[src/rtl/icap_pkg.sv]
// Shared types, IPROG command words and helpers for the ICAPE3 arbiter.
package icap_pkg;

  typedef enum logic [2:0] {
    ST_IDLE,
    ST_XFER,
    ST_GAP,
    ST_IPROG,
    ST_HALT
  } state_t;

  // Warm-boot command words in normal (unswapped) bit order
  localparam logic [31:0] DUMMY     = 32'hFFFF_FFFF;
  localparam logic [31:0] SYNC      = 32'hAA99_5566;
  localparam logic [31:0] NOOP      = 32'h2000_0000;
  localparam logic [31:0] WR_WBSTAR = 32'h3002_0001;
  localparam logic [31:0] WR_CMD    = 32'h3000_8001;
  localparam logic [31:0] CMD_IPROG = 32'h0000_000F;

  // ICAPE3 expects every byte with its bit order reversed
  function automatic logic [31:0] bitswap32(input logic [31:0] d);
    logic [31:0] r;
    r = '0;
    for (int k = 0; k < 4; k++) begin
      for (int j = 0; j < 8; j++) begin
        r[8*k + j] = d[8*k + 7 - j];
      end
    end
    return r;
  endfunction

endpackage

[src/rtl/icap_iprog_seq.sv]
// Steps through the eight-word IPROG warm-boot sequence, one word per cycle.
module icap_iprog_seq
  import icap_pkg::*;
(
  input  logic        clk,
  input  logic        reset_n,
  input  logic        start,
  input  logic [31:0] wbstar,
  output logic [31:0] word,
  output logic        valid,
  output logic        done
);

  logic [2:0]  idx;
  logic        active;
  logic [31:0] wbstar_q;

  // Latch the boot address on start, then walk the index once through all eight slots
  always_ff @(posedge clk or negedge reset_n) begin
    if (!reset_n) begin
      idx      <= 3'd0;
      active   <= 1'b0;
      wbstar_q <= 32'h0;
    end else if (start) begin
      idx      <= 3'd0;
      active   <= 1'b1;
      wbstar_q <= wbstar;
    end else if (active) begin
      if (idx == 3'd7) begin
        active <= 1'b0;
      end else begin
        idx <= idx + 3'd1;
      end
    end
  end

  // Select the command word for the current slot
  always_comb begin
    word = DUMMY;
    case (idx)
      3'd0: word = DUMMY;
      3'd1: word = SYNC;
      3'd2: word = NOOP;
      3'd3: word = WR_WBSTAR;
      3'd4: word = wbstar_q;
      3'd5: word = NOOP;
      3'd6: word = WR_CMD;
      3'd7: word = CMD_IPROG;
      default: word = DUMMY;
    endcase
  end

  assign valid = active;
  assign done  = active && (idx == 3'd7);

endmodule

[src/rtl/icap_arbiter.sv]
// Round-robin burst arbiter owning the ICAPE3 port, with a non-maskable IPROG path.
module icap_arbiter
  import icap_pkg::*;
#(
  parameter int MAX_BURST = 16,
  parameter int STALL_MAX = 64
)
(
  input  logic        clk,
  input  logic        reset_n,
  input  logic [1:0]  s_valid,
  input  logic [63:0] s_data,
  input  logic [1:0]  s_last,
  output logic [1:0]  s_ready,
  input  logic        iprog_req,
  input  logic [31:0] wbstar,
  output logic [1:0]  grant,
  output logic        busy,
  output logic        iprog_done,
  output logic        icap_csib,
  output logic        icap_rdwrb,
  output logic [31:0] icap_i
);

  localparam logic [7:0] BURST_LAST = 8'(MAX_BURST - 1);
  localparam logic [7:0] STALL_LAST = 8'(STALL_MAX - 1);

  state_t      state;
  logic [1:0]  grant_q;
  logic        rr_ptr;
  logic [7:0]  word_cnt;
  logic [7:0]  stall_cnt;
  logic        csib_q;
  logic        rdwrb_q;
  logic [31:0] data_q;
  logic        done_q;

  logic [1:0]  acc_vec;
  logic        accept;
  logic        sel_last;
  logic [31:0] sel_data;
  logic        any_valid;
  logic        pick;
  logic        arb_point;
  logic        start_iprog;
  logic [31:0] seq_word;
  logic        seq_valid;
  logic        seq_done;

  icap_iprog_seq u_seq (
    .clk     (clk),
    .reset_n (reset_n),
    .start   (start_iprog),
    .wbstar  (wbstar),
    .word    (seq_word),
    .valid   (seq_valid),
    .done    (seq_done)
  );

  // Decode the accepted word and the round-robin winner for this cycle
  always_comb begin
    acc_vec     = s_valid & grant_q;
    accept      = |acc_vec;
    sel_last    = |(acc_vec & s_last);
    sel_data    = grant_q[1] ? s_data[63:32] : s_data[31:0];
    any_valid   = |s_valid;
    pick        = s_valid[rr_ptr] ? rr_ptr : ~rr_ptr;
    arb_point   = (state == ST_IDLE) || (state == ST_GAP);
    start_iprog = arb_point && iprog_req;
  end

  // Arbiter FSM with burst/stall counters and the registered ICAPE3 drive
  always_ff @(posedge clk or negedge reset_n) begin
    if (!reset_n) begin
      state     <= ST_IDLE;
      grant_q   <= 2'b00;
      rr_ptr    <= 1'b0;
      word_cnt  <= 8'd0;
      stall_cnt <= 8'd0;
      csib_q    <= 1'b1;
      rdwrb_q   <= 1'b1;
      data_q    <= 32'hFFFF_FFFF;
      done_q    <= 1'b0;
    end else begin
      case (state)
        ST_IDLE, ST_GAP: begin
          csib_q  <= 1'b1;
          rdwrb_q <= 1'b1;
          grant_q <= 2'b00;
          if (iprog_req) begin
            state <= ST_IPROG;
          end else if (any_valid) begin
            grant_q   <= pick ? 2'b10 : 2'b01;
            rr_ptr    <= ~pick;
            word_cnt  <= 8'd0;
            stall_cnt <= 8'd0;
            state     <= ST_XFER;
          end else begin
            state <= ST_IDLE;
          end
        end
        ST_XFER: begin
          rdwrb_q <= 1'b0;
          if (accept) begin
            data_q    <= bitswap32(sel_data);
            csib_q    <= 1'b0;
            stall_cnt <= 8'd0;
            word_cnt  <= word_cnt + 8'd1;
            if (sel_last || (word_cnt == BURST_LAST)) begin
              grant_q <= 2'b00;
              state   <= ST_GAP;
            end
          end else begin
            csib_q <= 1'b1;
            if (stall_cnt == STALL_LAST) begin
              grant_q <= 2'b00;
              state   <= ST_GAP;
            end else begin
              stall_cnt <= stall_cnt + 8'd1;
            end
          end
        end
        ST_IPROG: begin
          if (seq_valid) begin
            data_q  <= bitswap32(seq_word);
            csib_q  <= 1'b0;
            rdwrb_q <= 1'b0;
            if (seq_done) begin
              done_q <= 1'b1;
              state  <= ST_HALT;
            end
          end
        end
        ST_HALT: begin
          csib_q  <= 1'b1;
          rdwrb_q <= 1'b1;
          grant_q <= 2'b00;
        end
        default: state <= ST_IDLE;
      endcase
    end
  end

  assign s_ready    = grant_q;
  assign grant      = grant_q;
  assign busy       = (state != ST_IDLE);
  assign iprog_done = done_q;
  assign icap_csib  = csib_q;
  assign icap_rdwrb = rdwrb_q;
  assign icap_i     = data_q;

endmodule

[config.mk]
export PLATFORM = sky130hd
export DESIGN_NAME = icap_arbiter
export DESIGN_NICKNAME = d
export VERILOG_FILES = /design/src/rtl/icap_pkg.sv /design/src/rtl/icap_iprog_seq.sv /design/src/rtl/icap_arbiter.sv
export SDC_FILE = /design/constraint.sdc
export NUM_CORES = 1
export LEC_CHECK = 0
export CORE_UTILIZATION = 50
export DETAILED_ROUTE_END_ITERATION = 10
export GPL_ROUTABILITY_DRIVEN = 1
export GPL_TIMING_DRIVEN = 0
export PLACE_DENSITY_LB_ADDON = 0.12
export SKIP_LAST_GASP = 1
export SLEW_MARGIN = 5
export SYNTH_ARGS = -nofsm -noshare
export SYNTH_HDL_FRONTEND = slang
export SYNTH_HIERARCHICAL = 1
export SYNTH_SLANG_ARGS = --single-unit
[constraint.sdc]
create_clock -name clk -period 3.35 [get_ports clk]
set_input_delay 0.8375 -clock clk [delete_from_list [all_inputs] [get_ports clk]]
set_output_delay 0.8375 -clock clk [all_outputs]
set_load 0.05 [all_outputs]
# [Yosys cells after proc, flatten, opt, wreduce, memory -nomap -nowiden]
# Index checks and enable logic that the tools add are counted.
[totals] reg_bits=93 inputBits=103 output_inout_bits=40
[classes] add_sub_neg=3 magnitude_cmp=1 eq_ne=22 muxes=40 bitwise=6 reduce_logical=27
[ops] operator="32-bit case mux with 7 select lines" count=1
[ops] operator="32-bit 2-to-1 mux" count=3
[ops] operator="32-bit case mux with 2 select lines" count=1
[ops] operator="8-bit 2-to-1 mux" count=5
[ops] operator="8-bit case mux with 2 select lines" count=2
[ops] operator="3-bit 2-to-1 mux" count=8
[ops] operator="8-bit by 1-bit adder with 8-bit output, second input constant" count=2
[ops] operator="3-bit equality test, second input constant" count=5
[ops] operator="2-bit 2-to-1 mux" count=7
[ops] operator="3-bit by 2-bit equality test with 1-bit output, second input constant" count=4
[ops] operator="3-bit case mux with 4 select lines" count=1
[ops] operator="3-bit AND reduction" count=4
[ops] operator="2-bit != test, second input constant" count=5
[ops] operator="2-bit OR reduction" count=5
[ops] operator="1-bit 2-to-1 mux" count=9
[ops] operator="3-bit != test, second input constant" count=3
[ops] operator="3-bit nonzero test" count=3
[ops] operator="8-bit by 4-bit equality test with 1-bit output, second input constant" count=1
[ops] operator="8-bit by 6-bit equality test with 1-bit output, second input constant" count=1
[ops] operator="4-bit AND reduction" count=2
[ops] operator="3-bit by 1-bit equality test with 1-bit output, second input constant" count=2
[ops] operator="3-bit logical NOT" count=2
[ops] operator="1-bit case mux with 3 select lines" count=2
[ops] operator="2-bit case mux with 3 select lines" count=1
[ops] operator="11 further kinds" count=20

# [Depth between registers and ports, before layout]
[depth] word_depth=7 mapped_depth=8 mapped_depth_nobuf=7

# [Hierarchy]
# Netlist, hierarchy kept.
[by_module_without_submodules] mod="icap_arbiter" instances=1 cells_per_inst=375 area_each_um2=3325.7 seq_area_each_um2=1468.9
[by_module_without_submodules] mod="icap_iprog_seq" instances=1 cells_per_inst=140 area_each_um2=1808.0 seq_area_each_um2=900.9

# [Worst setup path before layout]
# Ideal clock, no wire load.
[synth_path] path_kind="register to output" from="register state[2]" to="output busy" arrival_ns=1.329 slack_ns=1.183 stages_incl_launch_ff=4 n_path_buf=2 cell_sequence="dfrtp_1 -> clkbuf_1 -> clkbuf_1 -> or3_1"
[synth_between] elab_chain_cells=1
[synth_lines] item="start, declared" line="icap_arbiter.sv:28" text="state_t state;"
[synth_lines] item="start signal, assigned" line="icap_arbiter.sv:75" text="state <= ST_IDLE;"
[synth_lines] item="start signal, assigned" line="icap_arbiter.sv:91" text="state <= ST_IPROG;"
[synth_lines] item="start signal, assigned" line="icap_arbiter.sv:97" text="state <= ST_XFER;"
[synth_lines] item="3-bit nonzero test" line="icap_arbiter.sv:146" text="assign busy = (state != ST_IDLE);"
[synth_lines] item="end, declared" line="icap_arbiter.sv:18" text="output logic busy,"
# No other way between the ends.

# [Final worst setup path]
# Ends and elaborated chain as after synthesis.

==> summary.txt <==
Finish
  – Ant diodes: 0
  – Layout net count: between 700 and 800
  – Syn-to-layout area delta: 34.9%
  – Leading cell type in the layout, fill and taps excluded: clkdlybuf4s50_1
  – Cell area after layout: just under 7000 sq um
  – Final Non-Filler Cells: ~810
  – Layout cells sized above 1: between 15 and 20%
  – Commonest cells after routing, fill and taps aside: clkdlybuf4s50_1 (138), nand2_1 (84), o21ai_0 (72)

Setup path
  – Setup CP Type: register to output port
  – CP Data Arrival Time: about 2.0 ns
  – R2R depth: 6
  – Crit path capture type: output port
  – Crit path max fanout: 10
  – Worst EP required: ~2.5 ns
  – Crit start category: register

CTS
  – Reg clk slew, reported paths: approximately 0.10 ns
  – Clk sinks: 93
  – Post-CTS Setup Inserts: 0
  – # hold bufs at CTS: 0
  – H-Tree Level Count: 3
  – CTS tree: built
  – Root Buffer: clkbuf_8
  – Clk buf depth: 2
  – Worst-Skew Late Latency: between 0.3 and 0.4 ns
  – Post-CTS resize count: 0
  – Cts bufs inserted: 9

Synth
  – Post-synth EDFFs: 0
  – Netlist Area Pre-Place: 5130 sq um
  – Synth Area in Simple Gates: between 10% and 20%
  – Syn nets: between 600 and 700
  – Cells after Synth: around 520
  – XOR/XNOR Fraction of Synth Area: less than 1%
  – Compound-Gate Fraction of Synth Area: between 15 and 20%
  – Multiplexer area fraction after synthesis: between 10 and 15%
  – Post-Synth Adder-Cell Area: ~2%
  – Fraction of registers with async set/reset: 100%
  – Sequential share of the synthesized area: a little under half
  – #FFs+latches synth: 93
  – Synth cell types: 57
  – Synthesis Warnings: 6
  – Dominant combinational cell family by area after synthesis: compound AO/OA/AOI/OAI gates
  – Syn avg cell area: 9.97 sq um
  – Ys flop type: dfrtp_1

Timing
  – Final Skew: 0.00998 ns
  – Fin Hold WS: 0.410 ns
  – Final period utilization: between 80% and 90%
  – Pins Over Slew Limit: 0
  – # setup viols final: 0
  – Worst-margin pin slew: between 1 and 1.5 ns
  – Hold Fails Final Rpt: 0
  – Fmax achieved: ~0.35 GHz
  – Slew HR: approximately 23%
  – Minimum clock period: between 2 and 3 ns
  – RSZ-0062 raised after global routing: false

Drt
  – Routed WL per cell: approximately 18 um
  – Total number of vias: 4636
  – Routed WL: 14.4 mm
  – Initial DRT Pass Iterations: 5
  – First DRT Iteration DRCs: between 150 and 200
  – DR vias/cell: around 5.8
  – Final ANT Viol Nets: 0
  – Drc violations: 0

Global routing
  – Number of global-route vias before repair: 4598
  – First-pass GRT wire length: roughly 23 mm
  – Gr ovfl total: 0
  – Total global-route track usage: 28.5%
  – Antenna violations before repair: 0
  – Largest net degree at the start of global routing: 59

Placement
  – Area after DPL: ~6700 sq um
  – Placed Cells: between 700 and 800
  – Detailed Place HPWL: around 11 mm
  – IO buf count: 140
  – Gpl congestion: roughly 0.9

Floorplanning
  – Die Width: slightly above 100 um
  – Core Footprint: between 9000 and 10000 sq um
  – Initial core utilization: roughly 52%
  – Die ar.: ~11000 sq um
  – Die H: 103 um
  – Row count: 36
  – I/O pins: 143

Job
  – Max Cap Viol: 0

Power and ir drop
  – PD cells: 1020 nW/um^2
  – Peak supply drop: roughly 600 uV
  – Lkg Pwr: 2.92 nW

Status
  – Status: finished, final reports clean

Min path
  – Min-Delay Path Class: input pin to async pin
-- registers in the layout, indices dropped and copies added (netlist names), 2 cells and up --
name	count
grant	2
icap_i	32
stall_cnt	8
state	3
u_seq/idx	3
u_seq/wbstar_q	32
word_cnt	8
-- cell families after synthesis --
kind of cell	count (synthesis)
compound gates	154
xor+xnor	1
fa+ha+maj	8
buf+inv	43
flops	93
mux	69
simple gates	147
-- synthesized netlist by cell type (3+ instances only) --
library cell / number / area, sq um
inv_1: 7 / 26.3
dfrtp_1: 59 / 1480
ha_1: 8 / 100
or2_2: 4 / 25.0
and2_1: 6 / 37.5
nand2_1: 84 / 315
o31ai_1: 7 / 52.6
nand3_1: 10 / 50.1
o21ai_0: 72 / 360
buf_4: 4 / 30.0
a21oi_1: 18 / 90.1
a21o_1: 24 / 180
nor2_1: 9 / 33.8
buf_2: 11 / 55.1
dfstp_2: 34 / 893
or3_1: 8 / 50.1
nand2b_1: 4 / 25.0
mux2_2: 33 / 372
a211o_1: 5 / 43.8
a211oi_1: 3 / 22.5
or4_1: 8 / 60.1
clkbuf_1: 16 / 60.1
buf_6: 3 / 33.8
mux2i_1: 36 / 360
o22ai_1: 3 / 18.8
-- routing by layer --
metal  vias to the layer above  track usage, %  part of all wire, %
met3                        23            4.64                  5.6
met4                         0            11.7                  2.1
met5                         -               0                    0
met1                      2285            35.9                   42
li1                       2144               -                    -
met2                       184            48.8                   50
-- path summary, 6_finish.rpt --
kind / from / to / slack [ns]
min reg2reg: icap_rdwrb$_DFFE_PN1P_ / icap_rdwrb$_DFFE_PN1P_ / 0.47
min: reset_n / state[0]$_DFFE_PN0P_ / 0.41
max reg2reg: state[2]$_DFFE_PN0P_ / u_seq/wbstar_q[29]$_DFFE_PN0P_ / 0.89
min in group clk: icap_rdwrb$_DFFE_PN1P_ / icap_rdwrb$_DFFE_PN1P_ / 0.47
max: state[2]$_DFFE_PN0P_ / busy / 0.51
max in group asynchronous: reset_n / icap_i[13]$_DFFE_PN1P_ / 2.24
-- stage by stage --
stage               TNS [ns]  utilization [%]  setup slack, ns  total power [mW]
finish                     0             70.2            0.511              7.06
global route               0             70.2            0.384              7.53
CTS                        0             70.1          0.00102              7.06
detailed placement         0             68.2            0.413              6.28
global placement     -144.65             67.9            -1.97              6.14
floorplan                  0                -             1.18              4.97
-- final cells by class --
class	instances	area (sq um)
Clock inverter	5	61.3
Fill cell	785	2940
Clock buffer	11	131
Sequential cell	93	2370
Buffer	36	188
Inverter	7	26.3
Multi-Input combinational cell	379	2550
Timing Repair Buffer	141	1430
Tap cell	133	166
-- where the power goes --
| group | switching (mW) | internal (mW) | total [mW] | leakage [nW] |
|---|---|---|---|---|
| clock | 0.415 | 0.347 | 0.762 | 0.0858 |
| combinational | 2.54 | 1.63 | 4.18 | 1.73 |
| sequential | 0.338 | 1.78 | 2.12 | 1.10 |
| total | 3.30 | 3.76 | 7.06 | 2.92 |
-- worst max-delay path: stages (launching register included) --
cell	delay, ns
dfrtp_1	0.41
clkbuf_1	0.37
clkbuf_2	0.31
or3_1	0.13
dlymetal6s2s_1	0.41
Note: power is estimated with default switching activity, not from simulation.
